### config.mk
export PLATFORM = sky130hd
export DESIGN_NAME = psum_buffer
export DESIGN_NICKNAME = d
export VERILOG_FILES = /design/src/rtl/amadeus_pkg.sv /design/src/rtl/psum_fifo.sv /design/src/rtl/psum_buffer.sv
export SDC_FILE = /design/constraint.sdc
export NUM_CORES = 2
export LEC_CHECK = 0
export ABC_AREA = 1
export BUFFER_PORTS_ARGS = -buffer_cell sky130_fd_sc_hd__buf_2
export CORE_ASPECT_RATIO = 0.7
export CORE_UTILIZATION = 56
export CTS_CLUSTER_SIZE = 8
export DETAILED_ROUTE_END_ITERATION = 10
export HOLD_SLACK_MARGIN = 0.1
export PLACE_DENSITY = 0.76
export REMOVE_ABC_BUFFERS = 1
export SETUP_SLACK_MARGIN = 0.05
export SLEW_MARGIN = 20
export SYNTH_ARGS = -nofsm -noshare
export SYNTH_HDL_FRONTEND = slang
export SYNTH_SLANG_ARGS = --single-unit
### constraint.sdc
create_clock -name clk -period 2.7 [get_ports clk]
set_clock_uncertainty 0.15 [all_clocks]
set_input_delay 0.135 -clock clk [delete_from_list [all_inputs] [get_ports clk]]
set_output_delay 0.135 -clock clk [all_outputs]
set_load 0.02 [all_outputs]
### src/rtl/amadeus_pkg.sv
// rtl/amadeus_pkg.sv - shared psum types, operating modes and lane-enable decode
package amadeus_pkg;

   localparam int PSUM_W = 16;

   typedef enum logic [1:0] {
      MODE_IDLE = 2'd0,
      MODE_K3   = 2'd1,
      MODE_K5   = 2'd2,
      MODE_K7   = 2'd3
   } OP_MODE;

   typedef struct packed {
      logic                     valid;
      logic signed [PSUM_W-1:0] data;
   } PSUM_PACKET;

   // Kernel size K uses the first K PE rows.
   function automatic logic [6:0] lane_mask(input OP_MODE mode);
      case (mode)
         MODE_K3: lane_mask = 7'h07;
         MODE_K5: lane_mask = 7'h1f;
         MODE_K7: lane_mask = 7'h7f;
         default: lane_mask = 7'h00;
      endcase
   endfunction

endpackage

### src/rtl/psum_fifo.sv
// rtl/psum_fifo.sv - single-lane synchronous FIFO with clear, registered head, no fall-through
module psum_fifo #(
   parameter int W     = 16,
   parameter int DEPTH = 16
) (
   input  logic                         clk,
   input  logic                         rst,
   input  logic                         clr,
   input  logic                         push,
   input  logic                         pop,
   input  logic [W-1:0]                 wdata,
   output logic [W-1:0]                 rdata,
   output logic                         empty,
   output logic                         full,
   output logic [$clog2(DEPTH+1)-1:0]   count
);
   localparam int AW = $clog2(DEPTH);
   localparam int CW = $clog2(DEPTH+1);

   logic [W-1:0]  mem [DEPTH];
   logic [AW-1:0] wr_ptr;
   logic [AW-1:0] rd_ptr;

   always_ff @(posedge clk) begin
      if (push)
         mem[wr_ptr] <= wdata;
   end

   // DEPTH is a power of two, so the pointers wrap naturally.
   always_ff @(posedge clk) begin
      if (rst || clr) begin
         wr_ptr <= '0;
         rd_ptr <= '0;
         count  <= '0;
      end else begin
         if (push)
            wr_ptr <= wr_ptr + AW'(1);
         if (pop)
            rd_ptr <= rd_ptr + AW'(1);
         if (push && !pop)
            count <= count + CW'(1);
         else if (pop && !push)
            count <= count - CW'(1);
      end
   end

   assign rdata = mem[rd_ptr];
   assign empty = (count == '0);
   assign full  = (count == CW'(DEPTH));

endmodule

### src/rtl/psum_buffer.sv
// rtl/psum_buffer.sv - per-row psum staging FIFOs; PSUM_BUFFER_OCC_EN adds lane_occ/lane_ovf
import amadeus_pkg::*;

module psum_buffer #(
   parameter int DEPTH     = 16,
   parameter int NUM_LANES = 7
) (
   input  logic                                  clk,
   input  logic                                  rst_n,
   input  logic                                  start_conv,
   input  OP_MODE                                mode_in,
   input  PSUM_PACKET [6:0]                      psum_in,
   input  logic [6:0]                            pe_psum_ack,
   output logic [6:0]                            psum_buffer_ack,
   output PSUM_PACKET [6:0]                      psum_out
`ifdef PSUM_BUFFER_OCC_EN
   ,
   output logic [6:0][$clog2(DEPTH+1)-1:0]       lane_occ,
   output logic [6:0]                            lane_ovf
`endif
);
   localparam int CW = $clog2(DEPTH+1);

   OP_MODE                   mode_q;
   logic [6:0]               lane_en;
   logic [6:0]               empty;
   logic [6:0]               full;
   logic [6:0]               pop;
   logic [6:0][PSUM_W-1:0]   head;
   logic [6:0][CW-1:0]       occ;

   always_ff @(posedge clk) begin
      if (rst_n)
         mode_q <= MODE_IDLE;
      else if (start_conv)
         mode_q <= mode_in;
   end

   assign lane_en = lane_mask(mode_q);

   // start_conv clears every lane, so neither side may move that cycle.
   always_comb begin
      psum_buffer_ack = '0;
      psum_out        = '0;
      pop             = '0;
      for (int i = 0; i < NUM_LANES; i++) begin
         psum_buffer_ack[i] = psum_in[i].valid & lane_en[i] & ~full[i] & ~start_conv & ~rst_n;
         psum_out[i].valid  = lane_en[i] & ~empty[i];
         psum_out[i].data   = psum_out[i].valid ? head[i] : '0;
         pop[i]             = pe_psum_ack[i] & psum_out[i].valid & ~start_conv & ~rst_n;
      end
   end

   for (genvar g = 0; g < NUM_LANES; g++) begin : g_lane
      psum_fifo #(
         .W     (PSUM_W),
         .DEPTH (DEPTH)
      ) u_fifo (
         .clk   (clk),
         .rst   (rst_n),
         .clr   (start_conv),
         .push  (psum_buffer_ack[g]),
         .pop   (pop[g]),
         .wdata (psum_in[g].data),
         .rdata (head[g]),
         .empty (empty[g]),
         .full  (full[g]),
         .count (occ[g])
      );
   end

`ifdef PSUM_BUFFER_OCC_EN
   assign lane_occ = occ;

   always_ff @(posedge clk) begin
      if (rst_n || start_conv) begin
         lane_ovf <= '0;
      end else begin
         for (int i = 0; i < NUM_LANES; i++)
            if (psum_in[i].valid && lane_en[i] && full[i])
               lane_ovf[i] <= 1'b1;
      end
   end
`else
   logic unused_occ;
   assign unused_occ = ^occ;
`endif

endmodule

* Word level (Yosys, flattened, before mapping)
Memories as Yosys holds them, arrays and structs flattened. A register that Yosys moved wholly into a read port is not among the register bits.
Index checks and enable logic that the tools add are counted.
** Storage, ports and cells
- Flip-flop bits (word level) :: 93
- Memory bits (writable) :: 1792
- Bits of input ports :: 131
- Word-level logic and storage cells :: 232
- Memories kept :: 7
** Memory list
- g_lane[0].u_fifo.mem :: depth 16, width 16, read ports 1, clocked after memory_dff 1, write ports 1, line psum_fifo.sv:20 : logic [W-1:0] mem [DEPTH];
- g_lane[1].u_fifo.mem :: depth 16, width 16, read ports 1, clocked after memory_dff 1, write ports 1, line psum_fifo.sv:20
- g_lane[2].u_fifo.mem :: depth 16, width 16, read ports 1, clocked after memory_dff 1, write ports 1, line psum_fifo.sv:20
- g_lane[3].u_fifo.mem :: depth 16, width 16, read ports 1, clocked after memory_dff 1, write ports 1, line psum_fifo.sv:20
- g_lane[4].u_fifo.mem :: depth 16, width 16, read ports 1, clocked after memory_dff 1, write ports 1, line psum_fifo.sv:20
- g_lane[5].u_fifo.mem :: depth 16, width 16, read ports 1, clocked after memory_dff 1, write ports 1, line psum_fifo.sv:20
- 1 more memories
** Operators by class
- Add/subtract/negate cells :: 28
- Eq/ne operators :: 10
- Multiplexer cells :: 50
- Bitwise operators :: 72
- Reduce and logical (&&, ||, !) cells :: 43
** Operators with widths (count)
- two-way mux 16 bit :: 7
- two-way mux 5 bit :: 14
- adder 4 x 1 -> 4 bit (second input constant) :: 14
- bitwise AND 1 bit :: 56
- two-way mux 4 bit :: 14
- adder 5 x 1 -> 5 bit (second input constant) :: 7
- equality test 5 bit (second input constant) :: 7
- zero test 5 bit :: 7
- subtractor 5 x 1 -> 5 bit (second input constant) :: 7
- one-hot mux 7 bit (3 select lines) :: 1
- inverter 1 bit :: 16
- logical AND 1 bit :: 14
- zero test 1 bit :: 14
- two-way mux 1 bit :: 14
- nonzero test 2 bit :: 7
- equality test 2 bit (second input constant) :: 2
- equality test 2 x 1 -> 1 bit (second input constant) :: 1
- logical OR 1 bit :: 1

* Logic depth before layout (Yosys ltp)
- Word-level depth :: 10
- Mapped depth :: 17
- Gate-level depth less buffers :: 16

* Hierarchy
From an unflattened synthesis, not the netlist that was laid out.
** Unflattened totals
- Cells, all modules :: 8413
- Area total of the unflattened synthesis :: 84529.8 µm²
** Modules (own cells, without submodules)
- psum_fifo (g_lane[3].u_fifo ...) :: instances 3, cells an instance 1158, area each 11895.2 µm², seq. area each 8027.7 µm²
- psum_fifo (g_lane[2].u_fifo) :: instances 1, cells an instance 1159, area each 11900.2 µm², seq. area each 8027.7 µm²
- psum_fifo (g_lane[1].u_fifo) :: instances 1, cells an instance 1159, area each 11855.1 µm², seq. area each 8027.7 µm²
- psum_fifo (g_lane[0].u_fifo) :: instances 1, cells an instance 1158, area each 11850.1 µm², seq. area each 8027.7 µm²
- psum_fifo (g_lane[6].u_fifo) :: instances 1, cells an instance 1156, area each 11846.4 µm², seq. area each 8027.7 µm²
- psum_buffer :: instances 1, cells an instance 307, area each 1392.6 µm², seq. area each 40.0 µm²

* Worst setup path after synthesis
Ideal clock, no wire load.
- Path type :: register to register
- Start point :: register mode_q[1]
- End point :: memory g_lane[0].u_fifo.mem[11][0], enable pin
- Library setup time :: 409 ps
- Data arrival time :: 2037 ps
- Slack :: 104 ps
- Stages on the path, launching flop included :: 8
- Buffers on the path :: 1
- Clock period less this slack :: 2596 ps
- Cell sequence :: dfxtp_1 buf_4 inv_2 nand2_2 nand2_2 nor2_1 nand2_2 nor3_1
** Between the ends
- Word-level cells in the longest chain between the ends :: 8
- Elaborated cells between the ends (all ways) :: 10
** RTL lines
- start, declared :: line psum_buffer.sv:24 : OP_MODE mode_q;
- start signal, assigned :: line psum_buffer.sv:36 : mode_q <= mode_in;
- equality test 2 bit or equality test 2 x 1 -> 1 bit (tied branches) :: line amadeus_pkg.sv:20 : case (mode)
- one-hot mux 7 bit (3 select lines) * :: line amadeus_pkg.sv:20
- bitwise AND 1 bit * (4 in a row) :: line psum_buffer.sv:47 : psum_buffer_ack[i] = psum_in[i].valid & lane_en[i] & ~full[i] & ~start_conv & ~rst_n;
- two-way mux 1 bit * :: line psum_fifo.sv:25 : if (push)
- two-way mux 1 bit (not written as such) * :: line psum_fifo.sv:26 : mem[wr_ptr] <= wdata;
- end, declared :: line psum_fifo.sv:20
Every way passes the cells marked *; elsewhere a longest branch is shown, timed or not.

==> results.txt <==
For the maximum clock insertion buffer count, the log shows 4. The worst path in the final design needs a cycle of 2.80 ns, including I/O delays and setup. The tools report the total clock buffers created by CTS as 289. In this run the worst path has a maximum fanout of 19. The synthesized design contains 1913 register bits. The most used standard cell by instance count after synthesis was nand2_1.

Clock share of power: 48.7%. Setup repair after global routing could not meet its margin everywhere. In the final timing run, aggregate negative setup slack is -1.69 ns.

Buffers placed on the I/O ports in this run total 256. By area the synthesized netlist is led by edfxtp_1, nand2_1, nand3_1. The number of flops mapped to enable cells by yosys was 1792. For the number of rows in the core area, the log shows 118. A synthesized cell averages 9.87 µm².

The number of nets with antenna violations after detailed routing was 0. The number of placed instances, taps included, is 10600. Average via count per standard cell: 5.57. The die is 466 µm wide.

Data on the critical path is required at its endpoint by 2.41 ns. Setup violations remaining at the end of the flow were counted as 57. In the final routed layout, each cell accounts on average for 20.3 µm.

The worst-case setup margin in the final layout came out at -0.103 ns. The commonest cells after synthesis are nand2_1, edfxtp_1, inv_1. STA classifies the critical path endpoint as an output port. Worst setup path category: flop to output port. The initial antenna violation count is 9. The run finished, with violations left. The share of the cycle needed by the critical path after routing is 104%, and the die outline area is 152000 µm². The core outline area came out at 149000 µm². Among the stages of the critical path, the cell type that occurs most often is nand2_1. After the flow finishes, the layout carries non-filler instances totaling 11500.

The first global-routing pass estimated 341000 µm of wire. The worst setup path is launched from a flop. At the worst endpoint, the arrival time is 2.52 ns.

The length of the first detailed-routing pass in iterations was 8; the unique cell type count in the Yosys netlist was 28. The share of synthesized registers carrying an async set or reset was 0%. Post-synthesis cell type with the largest combined area: edfxtp_1. Number of hold violations in the final report: 0. Number of nets in the layout: 9566. At the pin with the least slew margin, the transition time is 0.823 ns.

After clock tree synthesis, the clock-pin slew on the worst setup and hold paths is 0.05 ns. Of the cells placed in the final design, the portion with a size suffix greater than 1 is 15.7%. In this run, the number of DRC markers left after iteration 0 of detailed routing was 7710.

The placed wire-length estimate after detailed placement was 118000 µm. The tools report the root cell of the clock tree as clkbuf_16. For the gate count of the mapped netlist, the log shows 8555.

For this design, the slowest cell found on the critical path is dfxtp_4. For the peak ir drop on the vdd network, the log shows 0.697 mV. The final weighted congestion in routability-driven placement is 0.885. 257 I/O pins were placed.

The share of synthesized area in the top cell type comes to 63.7%. Sequential cells account for 49.2% of the total power. The tool flagged a number of max-cap violations equal to 0.

For this configuration, the core starts out at a cell density of 56.7%. Sequential cell area fraction in the yosys report: 66.6%. The area overhead of the layout relative to synthesis was 24.4%; the worst-case register-to-register setup slack was 0.10 ns.

TritonCTS built the clock tree. For this design the static power due to leakage is 45.4 nW. From bottom edge to top edge, the die measures 327 µm.

The critical path goes through buf_12 -> clkinv_16 -> bufbuf_16 -> nand2_1 -> nand2_1 -> nand2_1 -> nand3_1 -> a21oi_1 -> nor2_1 -> buf_4. The internal portion of the total power is 52.8 mW. The final routed wirelength across all metal layers was 234000 µm; the number of H-tree branching levels was 5. For this design the ratio of total power to cell area is 628 nW/µm². Aggregate global-route resource usage: 28.7%.

Number of global-route vias before repair: 61700. The tightest min-delay check is of the input port to flop type. After synthesis the cells add up to 84400 µm². The logs give 13.2 mW for the switching power total and 0 for the max-slew violation total from the final report. For the proportion of power drawn by combinational gates, the log shows 2.0%. For this run, design rule violations remaining after detail routing come to 0. Headroom to the max-slew limit came out at 45.0%.

Among all flip-flop cells after synthesis, the most frequent one is edfxtp_1. The timing-limited maximum frequency is 357 MHz. The Yosys step of the flow raised 0 warnings.

The checks that failed: negative setup slack. The run gives 0.89 ns as the insertion delay of the later-clocked pin in the worst-skew pair. The biggest cell delay along the critical path was 0.39 ns. The via count is 63900, and the clock sink count is 1913. The total global routing overflow was 0; the net switching share of the total power was 20.0%.

Entering global routing, the biggest net connects 65 pins.
==> metrics by stage <==
step / utilization [%] / hold WS [ns] / setup WS (ns) / total power, mW / cell area [µm²]
after global routing: 70.6 / 0.113 / -0.288 / 67.6 / 105000
after detailed placement: 59.7 / 0.345 / 0.0154 / 34.0 / 88900
final: 70.6 / 0.145 / -0.103 / 66.0 / 105000
after floorplan: - / 0.0839 / -3.22 / 33.3 / 82600
after CTS: 68.7 / 0.101 / -0.101 / 66.1 / 102000
after global placement: 59.7 / 0.330 / 0.0691 / 34.0 / 88900
==> critical path: cells and delay by family (launching register included) <==
| family | cells | cell delay, ns |
|---|---|---|
| AOI/OAI and AO/OA | 1 | 0.23 |
| DFF | 1 | 0.39 |
| and+or+nand+nor | 5 | 0.32 |
| buffers and inverters | 4 | 0.68 |
==> repair_timing <==
item | in CTS | in global routing
gates cloned | 45 | 53
hold buffers | 253 | 0
pin swaps | 61 | 106
resized for setup | 420 | 365
endpoints found under the hold margin | 2089 | 0
buffers inserted | 34 | 24
setup endpoints to repair | 117 | 126
==> worst paths after layout <==
path	start	endpoint	cells after the start
worst min register to register	g_lane[2].u_fifo.rd_ptr[2]	flop	2
worst max register to register	mode_q[1]	g_lane[2].u_fifo.count[3]	14
worst min-delay path	psum_in[113]	g_lane[6].u_fifo.mem[11][11]	2
worst max-delay path	flop	psum_out[19]	10
==> routing by layer <==
| metal | GRT usage, % | vias to the layer above | share of wire, % |
|---|---|---|---|
| li1 | - | 29000 | - |
| met1 | 39.6 | 30000 | 38 |
| met2 | 44.9 | 4221 | 46 |
| met3 | 5.21 | 740 | 11 |
| met4 | 12.7 | 2 | 4.3 |
| met5 | 0 | - | 0.0043 |
==> final cells by class <==
type	instances	area [µm²]
diodes	7	17.5
flip-flops and latches	1913	56300
clock buffers	420	7870
fillers	9550	43800
repair inverters	12	123
repair buffers	894	9760
inverters	1731	6670
multi-input cells	4523	21800
clock inverters	8	77.6
well taps	1980	2480
==> registers in the layout, summed over array words and instances, names as in the netlist, named ones only <==
register and count:
g_lane.u_fifo.rd_ptr 28, g_lane.u_fifo.wr_ptr 28, mode_q 2, g_lane.u_fifo.count 35
g_lane.u_fifo.mem 1792
==> power by group through the flow <==
stage	combinational [mW]	clock (mW)	sequential, mW
detailed placement	0.942	0	33.1
global route	1.43	33.7	32.5
CTS	1.29	32.3	32.5
floorplan	0.263	0	33.1
global placement	0.912	0	33.1
finish	1.34	32.2	32.5
==> placed cells by master, fill, tap and decap left out, drive strengths merged <==
master | netlist | routed
nand2 | 2559 | 2559
edfxtp | 1792 | 1792
inv | 1726 | 1729
nand3 | 1284 | 1284
buf | 306 | 599
clkbuf | 82 | 459
nor2 | 265 | 265
dlygate4sd3 | 0 | 253
a21oi | 206 | 206
dfxtp | 121 | 121
ha | 64 | 64
o21ai | 54 | 54
nor3 | 31 | 31
xor2 | 23 | 23
clkinv | 5 | 18
nand4 | 16 | 16
xnor2 | 8 | 8
diode | 0 | 7
fa | 7 | 7
or2 | 6 | 6
clkinvlp | 0 | 4
bufbuf | 0 | 3
==> kinds of logic after synthesis <==
family | count (synthesis) | share of synthesized area (%)
adders and majority gates | 71 | 1.11
DFF | 1913 | 66.6
and+or+nand+nor | 4161 | 20.6
AOI/OAI and AO/OA | 260 | 1.54
buffers and inverters | 2119 | 9.83
xor gates and xnor gates | 31 | 0.322
No activity file was read; power rests on OpenSTA's default activity.
